### src/rtl/ebus_diag_xfer.sv
`default_nettype none
// ============================================================================
// Module      : ebus_diag_xfer
// Description : EBUS diagnostic transfer sequencer (setup/strobe/hold timing,
//               read sampling with driver-conflict status, write drive).
// Revision    : 1.0
// ============================================================================
module ebus_diag_xfer #(
  parameter int SETUP_CYC  = 2,
  parameter int STROBE_CYC = 4,
  parameter int HOLD_CYC   = 1,
  parameter int NDRV       = 30
) (
  input  logic            clk,
  input  logic            crobar,
  input  logic            req_valid,
  output logic            req_ready,
  input  logic [6:0]      req_func,
  input  logic [35:0]     req_wdata,
  output logic [6:0]      ebus_ds,
  output logic            ebus_diag_strobe,
  output logic [35:0]     ebus_data_out,
  output logic            ebus_data_oe,
  input  logic [35:0]     ebus_data_in,
  input  logic [NDRV-1:0] drv_driving,
  output logic            rsp_valid,
  input  logic            rsp_ready,
  output logic [35:0]     rsp_data,
  output logic            rsp_conflict,
  output logic            rsp_nodrv,
  output logic            busy
);

  localparam int c_MAXC = (SETUP_CYC > STROBE_CYC) ?
                          ((SETUP_CYC > HOLD_CYC) ? SETUP_CYC : HOLD_CYC) :
                          ((STROBE_CYC > HOLD_CYC) ? STROBE_CYC : HOLD_CYC);
  localparam int c_CW = (c_MAXC > 1) ? $clog2(c_MAXC) : 1;
  localparam logic [c_CW-1:0] c_SETUP_LD  = c_CW'(SETUP_CYC - 1);
  localparam logic [c_CW-1:0] c_STROBE_LD = c_CW'(STROBE_CYC - 1);
  localparam logic [c_CW-1:0] c_HOLD_LD   = c_CW'(HOLD_CYC - 1);

  typedef enum logic [2:0] {
    S_IDLE   = 3'd0,
    S_SETUP  = 3'd1,
    S_STROBE = 3'd2,
    S_HOLD   = 3'd3,
    S_DONE   = 3'd4
  } state_t;

  state_t          r_state, w_state_nxt;
  logic [c_CW-1:0] r_cnt, w_cnt_nxt;
  logic [6:0]      r_func;
  logic [35:0]     r_wdata;
  logic            r_rd;
  logic            r_strobe;
  logic [35:0]     r_rsp_data;
  logic            r_conflict;
  logic            r_nodrv;
  logic            w_drive_phase;
  logic            w_last_strobe;
  logic            w_nodrv;
  logic            w_multi;

  // Clearing the lowest set bit leaves something only if two or more were set.
  assign w_nodrv       = ~|drv_driving;
  assign w_multi       = |(drv_driving & (drv_driving - NDRV'(1)));
  assign w_last_strobe = (r_state == S_STROBE) && (r_cnt == '0);
  assign w_drive_phase = (r_state == S_SETUP) || (r_state == S_STROBE) ||
                         (r_state == S_HOLD);

  always_comb begin
    w_state_nxt = r_state;
    w_cnt_nxt   = r_cnt;
    case (r_state)
      S_IDLE: begin
        if (req_valid) begin
          w_state_nxt = S_SETUP;
          w_cnt_nxt   = c_SETUP_LD;
        end
      end
      S_SETUP: begin
        if (r_cnt == '0) begin
          w_state_nxt = S_STROBE;
          w_cnt_nxt   = c_STROBE_LD;
        end else begin
          w_cnt_nxt = r_cnt - 1'b1;
        end
      end
      S_STROBE: begin
        if (r_cnt == '0) begin
          w_state_nxt = S_HOLD;
          w_cnt_nxt   = c_HOLD_LD;
        end else begin
          w_cnt_nxt = r_cnt - 1'b1;
        end
      end
      S_HOLD: begin
        if (r_cnt == '0) begin
          w_state_nxt = S_DONE;
          w_cnt_nxt   = '0;
        end else begin
          w_cnt_nxt = r_cnt - 1'b1;
        end
      end
      S_DONE: begin
        if (rsp_ready) w_state_nxt = S_IDLE;
      end
      default: begin
        w_state_nxt = S_IDLE;
        w_cnt_nxt   = '0;
      end
    endcase
  end

  always_ff @(posedge clk or posedge crobar) begin
    if (crobar) begin
      r_state    <= S_IDLE;
      r_cnt      <= '0;
      r_func     <= '0;
      r_wdata    <= '0;
      r_rd       <= 1'b0;
      r_strobe   <= 1'b0;
      r_rsp_data <= '0;
      r_conflict <= 1'b0;
      r_nodrv    <= 1'b0;
    end else begin
      r_state  <= w_state_nxt;
      r_cnt    <= w_cnt_nxt;
      r_strobe <= (w_state_nxt == S_STROBE);
      if (r_state == S_IDLE && req_valid) begin
        r_func  <= req_func;
        r_wdata <= req_wdata;
        r_rd    <= req_func[6];
      end
      if (w_last_strobe) begin
        if (r_rd) begin
          r_rsp_data <= w_nodrv ? 36'd0 : ebus_data_in;
          r_conflict <= w_multi;
          r_nodrv    <= w_nodrv;
        end else begin
          r_rsp_data <= r_wdata;
          r_conflict <= 1'b0;
          r_nodrv    <= 1'b0;
        end
      end else if (r_state == S_DONE && rsp_ready) begin
        r_rsp_data <= '0;
        r_conflict <= 1'b0;
        r_nodrv    <= 1'b0;
      end
    end
  end

  assign req_ready        = (r_state == S_IDLE);
  assign busy             = (r_state != S_IDLE);
  assign ebus_ds          = w_drive_phase ? r_func : 7'd0;
  assign ebus_diag_strobe = r_strobe;
  assign ebus_data_oe     = w_drive_phase && !r_rd;
  assign ebus_data_out    = (w_drive_phase && !r_rd) ? r_wdata : 36'd0;
  // Response is only exposed while it is being offered.
  assign rsp_valid        = (r_state == S_DONE);
  assign rsp_data         = rsp_valid ? r_rsp_data : 36'd0;
  assign rsp_conflict     = rsp_valid && r_conflict;
  assign rsp_nodrv        = rsp_valid && r_nodrv;

endmodule
`default_nettype wire

### config.mk
export PLATFORM = sky130hd
export DESIGN_NAME = ebus_diag_xfer
export DESIGN_NICKNAME = d
export VERILOG_FILES = /design/src/rtl/ebus_diag_xfer.sv
export SDC_FILE = /design/constraint.sdc
export NUM_CORES = 1
export LEC_CHECK = 0
export ABC_AREA = 1
export BUFFER_PORTS_ARGS = -buffer_cell sky130_fd_sc_hd__buf_2
export CELL_PAD_IN_SITES_DETAIL_PLACEMENT = 1
export CELL_PAD_IN_SITES_GLOBAL_PLACEMENT = 1
export CORE_UTILIZATION = 34
export DETAILED_ROUTE_END_ITERATION = 6
export PLACE_DENSITY_LB_ADDON = 0.08
export REMOVE_ABC_BUFFERS = 1
export SLEW_MARGIN = 20
export SYNTH_ARGS = -nofsm -noshare
export SYNTH_HDL_FRONTEND = slang
export SYNTH_SLANG_ARGS = --single-unit
### constraint.sdc
create_clock -name clk -period 3.02 [get_ports clk]
set_input_delay 0.302 -clock clk [delete_from_list [all_inputs] [get_ports clk]]
set_output_delay 0.302 -clock clk [all_outputs]
set_load 0.05 [all_outputs]
==> results.txt, run 1 <==
via count: 5,140
worst-skew pair later-pin latency: 0.34 ns
antenna violations before repair: 1
routing usage on met1: 29.1%
total power: 0.00702 W
CTS clk-pin slew, worst paths: 0.06 ns
fin crit share: 91.9%
Max Slew Vio Count: 0
cell at the slowest stage of the critical path: inv_2
Post-synth ARST share: 100%
power density cells: 1110 nW/um^2
area of the multi-input gates: 2170 sq um
Initial DRT Pass Iterations: 4
Hold WS: 0.0796 ns
DRC: 0
GP Congestion: 0.844
Compound-Gate Fraction of Synth Area: 15.3%
share of cell area taken by muxes after synthesis: 0%
Seq. cell area: 2180 sq um
worst r2r dst: r_wdata[3]$_DFFE_PP0P_
max frequency: 0.361 GHz
RSZ-0062 raised after global routing: false
Setup Fix Bufs, Post-CTS: 0
main combinational cell family by area after synthesis: simple AND/OR/NAND/NOR gates
max cap viols: 0
Synth area leader: dfrtp_1
leak pwr: 3.49 nW
post-layout net count: 981
Yosys reg bits: 87
Area Overhead vs Synth: 28.4%
Row Count: 43
floorplan core area: 14,000 sq um
WS Path Type: flop to output pin
crit path max fanout: 36
TritonCTS buffer count: 9
Final Skew: 0.00411 ns
required time worst endpoint: 2.72 ns
Tightest Pin Transition: 0.910 ns
VDD IR max: 0.750 mV
CP max stage delay: 0.57 ns
top_reg_cell synth: dfrtp_1
critical path's top delay family: buffers and inverters
Post-Synthesis Cells: 684
met3 global-route usage: 6.69%
GR Layer Usage met2: 36.7%
All-Layer GR Usage: 22.7%
final HPWL from detailed placement: 12,300 um
CTS root buf: clkbuf_16
adder-cell area share of the yosys netlist: 0.765%
GRT busiest layer: met2
vias in the first global route: 5,302
Initial Utilization: 35.1%
post-synthesis xor/xnor area fraction: 0%
IO buf count: 198
WL final: 16,400 um
non-filler cells, final: 1,050
Synth Warn #: 0
placed cell count: 1,034
grt ovf: 0
Worst EP arrival: 2.47 ns
worst-case clock buffer depth: 2
synthesized area per cell: 7.18 sq um
mapped cell area: 4910 sq um
Via density: 4.90
CTS tree: yes
fin crit period: 2.77 ns
EDFF count, synth: 0
wire per inst: 15.6 um
simple-gate share of the synthesized area: 28.0%
H-tree depth: 3
Hold Buf Count CTS: 0
First DRT Iteration DRCs: 213
Worst R2R Path Depth: 7
clk sinks: 87
Worst path most repeated cell: nor2_1
status: complete, no violations
Layout fillers: 1,891
pin count of the biggest net entering global routing: 51
RR Startpoint: r_state[0]$_DFF_PP0_
die height: 122 um
R2R setup slack: 0.92 ns
post_cts resized: 0
Crit path depth: 7
Cell Chain, Critical Path: nor2_1, inv_2, nand2_1, nor2_1, inv_2, nor2_1, buf_2
slew margin rel.: 39.2%
fraction of layout cells with a size suffix above 1: 28.3%
post-synthesis sequential area ratio: 44.4%
Synth area leaders: dfrtp_1 (44%), nor2_1 (16%), inv_1 (7.6%)
die width: 122 um
post-synth cell types: 30
I/O pins: 199
post-route ant nets: 0
Setup crit end kind: output pin
share of the synthesized area in the top cell type: 44.4%
final setup violation count: 0
first-pass GRT wire length: 26,200 um
worst hold path type: input pin to asynchronous set/reset pin
die footprint: 14,900 sq um
startpoint types: flop
Fin. Hold Viols: 0
worst path bufs/invs: 3
-- metal layers --
metal,up-vias,share of wire [%]
met3,27,7.3
met5,-,0
met1,2432,45
met2,159,46
met4,0,1.9
li1,2522,-
-- power by group --
part           switching (W)  leakage, nW  internal (W)
logic                0.00302         2.33      0.000997
clock network       0.000442        0.143      0.000660
registers           0.000198         1.02       0.00170
-- state kept, by name, summed over array words and instances (netlist names) --
signal            flops
r_state               3
r_wdata              36
r_rsp_data           36
r_func                7
r_cnt                 2
r_conflict            1
r_nodrv               1
ebus_diag_strobe      1
-- per-stage QoR --
stage / setup WS (ns) / TNS, ns / utilization (%) / instance area [sq um]
2_1_floorplan: -0.381 / -15.51 / - / 4730
3_3_place_gp: 0.708 / 0 / 43.0 / 6010
3_5_place_dp: 0.602 / 0 / 43.0 / 6010
4_1_cts: 0.217 / 0 / 45.1 / 6300
5_1_grt: 0.0477 / 0 / 45.1 / 6300
6_report: 0.246 / 0 / 45.1 / 6300
-- worst register-to-register path, delay by kind of cell, from the launching register on --
family,cells,cell delay [ns]
buf+inv,2,0.55
compound gates,1,0.06
simple gates,4,0.97
flops,1,0.40
-- final cells by class --
cell class / instances / share of cell area (%)
Clock buffer: 12 / 3.91
Clock inverter: 3 / 0.695
Antenna cell: 1 / 0.0397
Inverter: 104 / 6.21
Tap cell: 180 / 3.57
Timing Repair Buffer: 204 / 16.6
Sequential cell: 87 / 34.6
Multi-Input combinational cell: 459 / 34.4
-- cells by family after synthesis --
family / count (synthesis)
flops: 87
compound gates: 129
buf+inv: 138
fa+ha+maj: 3
simple gates: 327
-- synthesized netlist by cell type (5+ instances only) --
master and number:
inv_2 5, clkbuf_1 18, inv_1 99, buf_2 11
o21ai_0 8, o22ai_1 36, nor2_2 8, dfrtp_1 87
nor2_1 210, a31oi_1 35, nand3_1 10, nand2_1 82
a21oi_1 43
-- cell usage in the layout, fill, tap and decap left out, drive strengths merged, types with 11 or more instances in the layout --
master	count
buf	204
inv	103
nand3	12
nor2	223
a31oi	35
nand2	85
clkbuf	12
dfrtp	87
o21ai	11
o22ai	36
a21oi	43
-- worst max path at each step --
stage                     startpoint                end  slack, ns
2_1_floorplan  r_func[6]$_DFFE_PP0P_   ebus_data_out[0]      -0.38
3_3_place_gp    r_state[0]$_DFF_PP0_  ebus_data_out[19]       0.71
3_5_place_dp    r_state[0]$_DFF_PP0_  ebus_data_out[19]       0.60
4_1_cts         r_state[0]$_DFF_PP0_  ebus_data_out[19]       0.22
5_1_grt         r_state[0]$_DFF_PP0_   ebus_data_out[1]       0.05
6_report        r_state[0]$_DFF_PP0_  ebus_data_out[19]       0.25
(Power assumes the default switching activity.)
==> run 2: changes to the inputs <==
--- a/config.mk
+++ b/config.mk
@@ -6,7 +6,7 @@
 export NUM_CORES = 1
 export LEC_CHECK = 0
 export ABC_AREA = 1
-export BUFFER_PORTS_ARGS = -buffer_cell sky130_fd_sc_hd__buf_2
+export BUFFER_PORTS_ARGS = -buffer_cell sky130_fd_sc_hd__buf_4
 export CELL_PAD_IN_SITES_DETAIL_PLACEMENT = 1
 export CELL_PAD_IN_SITES_GLOBAL_PLACEMENT = 1
 export CORE_UTILIZATION = 34
==> run 2 against run 1 <==
Hold slack worse by 0.033 ns. Highest routed layer unchanged. Count of clock-buffer cells in the layout down 3. Sequential power about the same. Critical path type unchanged.
==> results.txt, run 2 (synthesis gave the netlist of run 1 again) <==
Row Count: 43 (unchanged)
die width: 122 um (unchanged)
DRC: 0 (unchanged)
CTS root buf: clkbuf_16
leak pwr: 3.60 nW (+3.2%)
worst-case clock buffer depth: 2 (unchanged)
clk sinks: 87 (unchanged)
CTS clk-pin slew, worst paths: 0.07 ns (about the same)
Fin. Hold Viols: 0 (unchanged)
Tightest Pin Transition: 0.919 ns (+0.00864 ns)
Worst EP arrival: 2.43 ns (-0.04 ns)
post-layout net count: 981 (unchanged)
Antenna Cells: 0 (-1)
wire per inst: 16.1 um (+2.8%)
vias in the first global route: 5,323 (+0.40%)
DP Area: 6510 sq um (+8.2%)
VDD IR max: 0.831 mV (+11%)
Via density: 4.92 (+0.43%)
Final Skew: 0.00789 ns (+0.00378 ns)
worst hold path type: input pin to asynchronous set/reset pin
most frequent cells in the layout: nor2_1 (210), buf_4 (203), inv_1 (98)
All-Layer GR Usage: 23.3% (+0.52 points)
worst-skew pair later-pin latency: 0.35 ns (about the same)
IO buf count: 198 (unchanged)
crit path max fanout: 36 (unchanged)
Max Slew Vio Count: 0 (unchanged)
first-pass GRT wire length: 26,800 um (+2.6%)
WL final: 16,900 um (+2.8%)
top flop regs: r_rsp_data: 36 flops, r_wdata: 36 flops, r_func: 7 flops
startpoint types: flop
die footprint: 14,900 sq um (unchanged)
via count: 5,162 (+0.43%)
slew margin rel.: 38.7% (-0.58 points)
fraction of layout cells with a size suffix above 1: 28.6% (+0.31 points)
fin crit period: 2.73 ns (-0.0420 ns)
final setup violation count: 0 (unchanged)
RSZ-0062 raised after global routing: false
grt ovf: 0 (unchanged)
Setup crit end kind: output pin
post-route ant nets: 0 (unchanged)
GP Congestion: 0.806 (-4.5%)
floorplan core area: 14,000 sq um (unchanged)
max frequency: 0.366 GHz (+1.5%)
TritonCTS buffer count: 9 (unchanged)
I/O pins: 199 (unchanged)
Hold WS: 0.0470 ns (-0.0326 ns)
status: complete, no violations
Finished Cell Area: 6800 sq um (+7.9%)
Hold Buf Count CTS: 0 (unchanged)
First DRT Iteration DRCs: 178 (-16%)
most common cell after layout, fill and taps aside: nor2_1
WS Path Type: flop to output pin
Finished Core Util: 48.6% (+3.6 points)
pin count of the biggest net entering global routing: 52 (+2.0%)
power density cells: 1080 nW/um^2 (-3.1%)
Initial Utilization: 35.1% (unchanged)
Setup Fix Bufs, Post-CTS: 0 (unchanged)
Area Overhead vs Synth: 38.6%
post_cts resized: 0 (unchanged)
required time worst endpoint: 2.72 ns (about the same)
total power: 0.00734 W (+4.6%)
final HPWL from detailed placement: 12,500 um (+1.7%)
max cap viols: 0 (unchanged)
Initial DRT Pass Iterations: 4 (unchanged)
fin crit share: 90.5% (-1.4 points)
H-tree depth: 3 (unchanged)
die height: 122 um (unchanged)
antenna violations before repair: 0 (-1)
CTS tree: yes
## run 2: cell count changes in the layout (fill, tap and decap cells not counted)
cell      delta
diode_2      -1
clkbuf_1     -2
buf_2      -198
inv_6        +2
clkinv_2     +2
clkbuf_8     -1
buf_4      +198
## run 2: final timing paths
check / startpoint / end / slack [ns] / cells past startpoint
setup / recovery: r_state[0]$_DFF_PP0_ / ebus_data_out[19] / 0.29 / 7
hold / removal: crobar / r_wdata[14]$_DFFE_PP0P_ / 0.05 / 2
setup reg to reg: r_state[0]$_DFF_PP0_ / r_wdata[25]$_DFFE_PP0P_ / 0.98 / 7
hold reg to reg: r_func[2]$_DFFE_PP0P_ / r_func[2]$_DFFE_PP0P_ / 0.52 / 2
max in group asynchronous: crobar / r_func[6]$_DFFE_PP0P_ / 2.24 / 3
min in group clk: rsp_ready / r_state[2]$_DFF_PP0_ / 0.18 / 2
## run 2: cell type report
| class | count | area, sq um |
|---|---|---|
| inverter | 104 | 392 |
| fill | 1793 | 7180 |
| sequential | 87 | 2180 |
| timing repair buffer | 204 | 1540 |
| clock buffer | 9 | 225 |
| multi-input combinational | 459 | 2170 |
| clock inverter | 7 | 71.3 |
| tap | 180 | 225 |
## run 2: metal layers
metal / GRT usage, % / up-vias / wire, um
met2: 38.7 / 147 / 8110
met5: 0 / - / 0
met4: 8.84 / 0 / 345
met3: 5.01 / 20 / 1150
li1: - / 2518 / -
met1: 29.5 / 2477 / 7270
## run 2: worst max-delay path: stages (launching register included)
cell     delay [ns]
dfrtp_1        0.41
nor2_1         0.20
inv_2          0.08
nand2_1        0.27
nor2_1         0.13
inv_2          0.57
nor2_1         0.17
buf_4          0.24
## run 2: report_power, final
group / total, W / internal [W] / switching, W
Combinational: 0.00430 / 0.00125 / 0.00306
Sequential: 0.00191 / 0.00170 / 0.000204
Clock: 0.00113 / 0.000644 / 0.000482
Total: 0.00734 / 0.00360 / 0.00374
## run 2: per-stage QoR
| stage | worst slack (ns) | cells | setup TNS, ns |
|---|---|---|---|
| 2_1_floorplan | -0.381 | 650 | -15.51 |
| 6_report | 0.288 | 1050 | 0 |
| 4_1_cts | 0.258 | 1050 | 0 |
| 3_3_place_gp | 0.702 | 1034 | 0 |
| 5_1_grt | 0.178 | 1050 | 0 |
| 3_5_place_dp | 0.639 | 1034 | 0 |
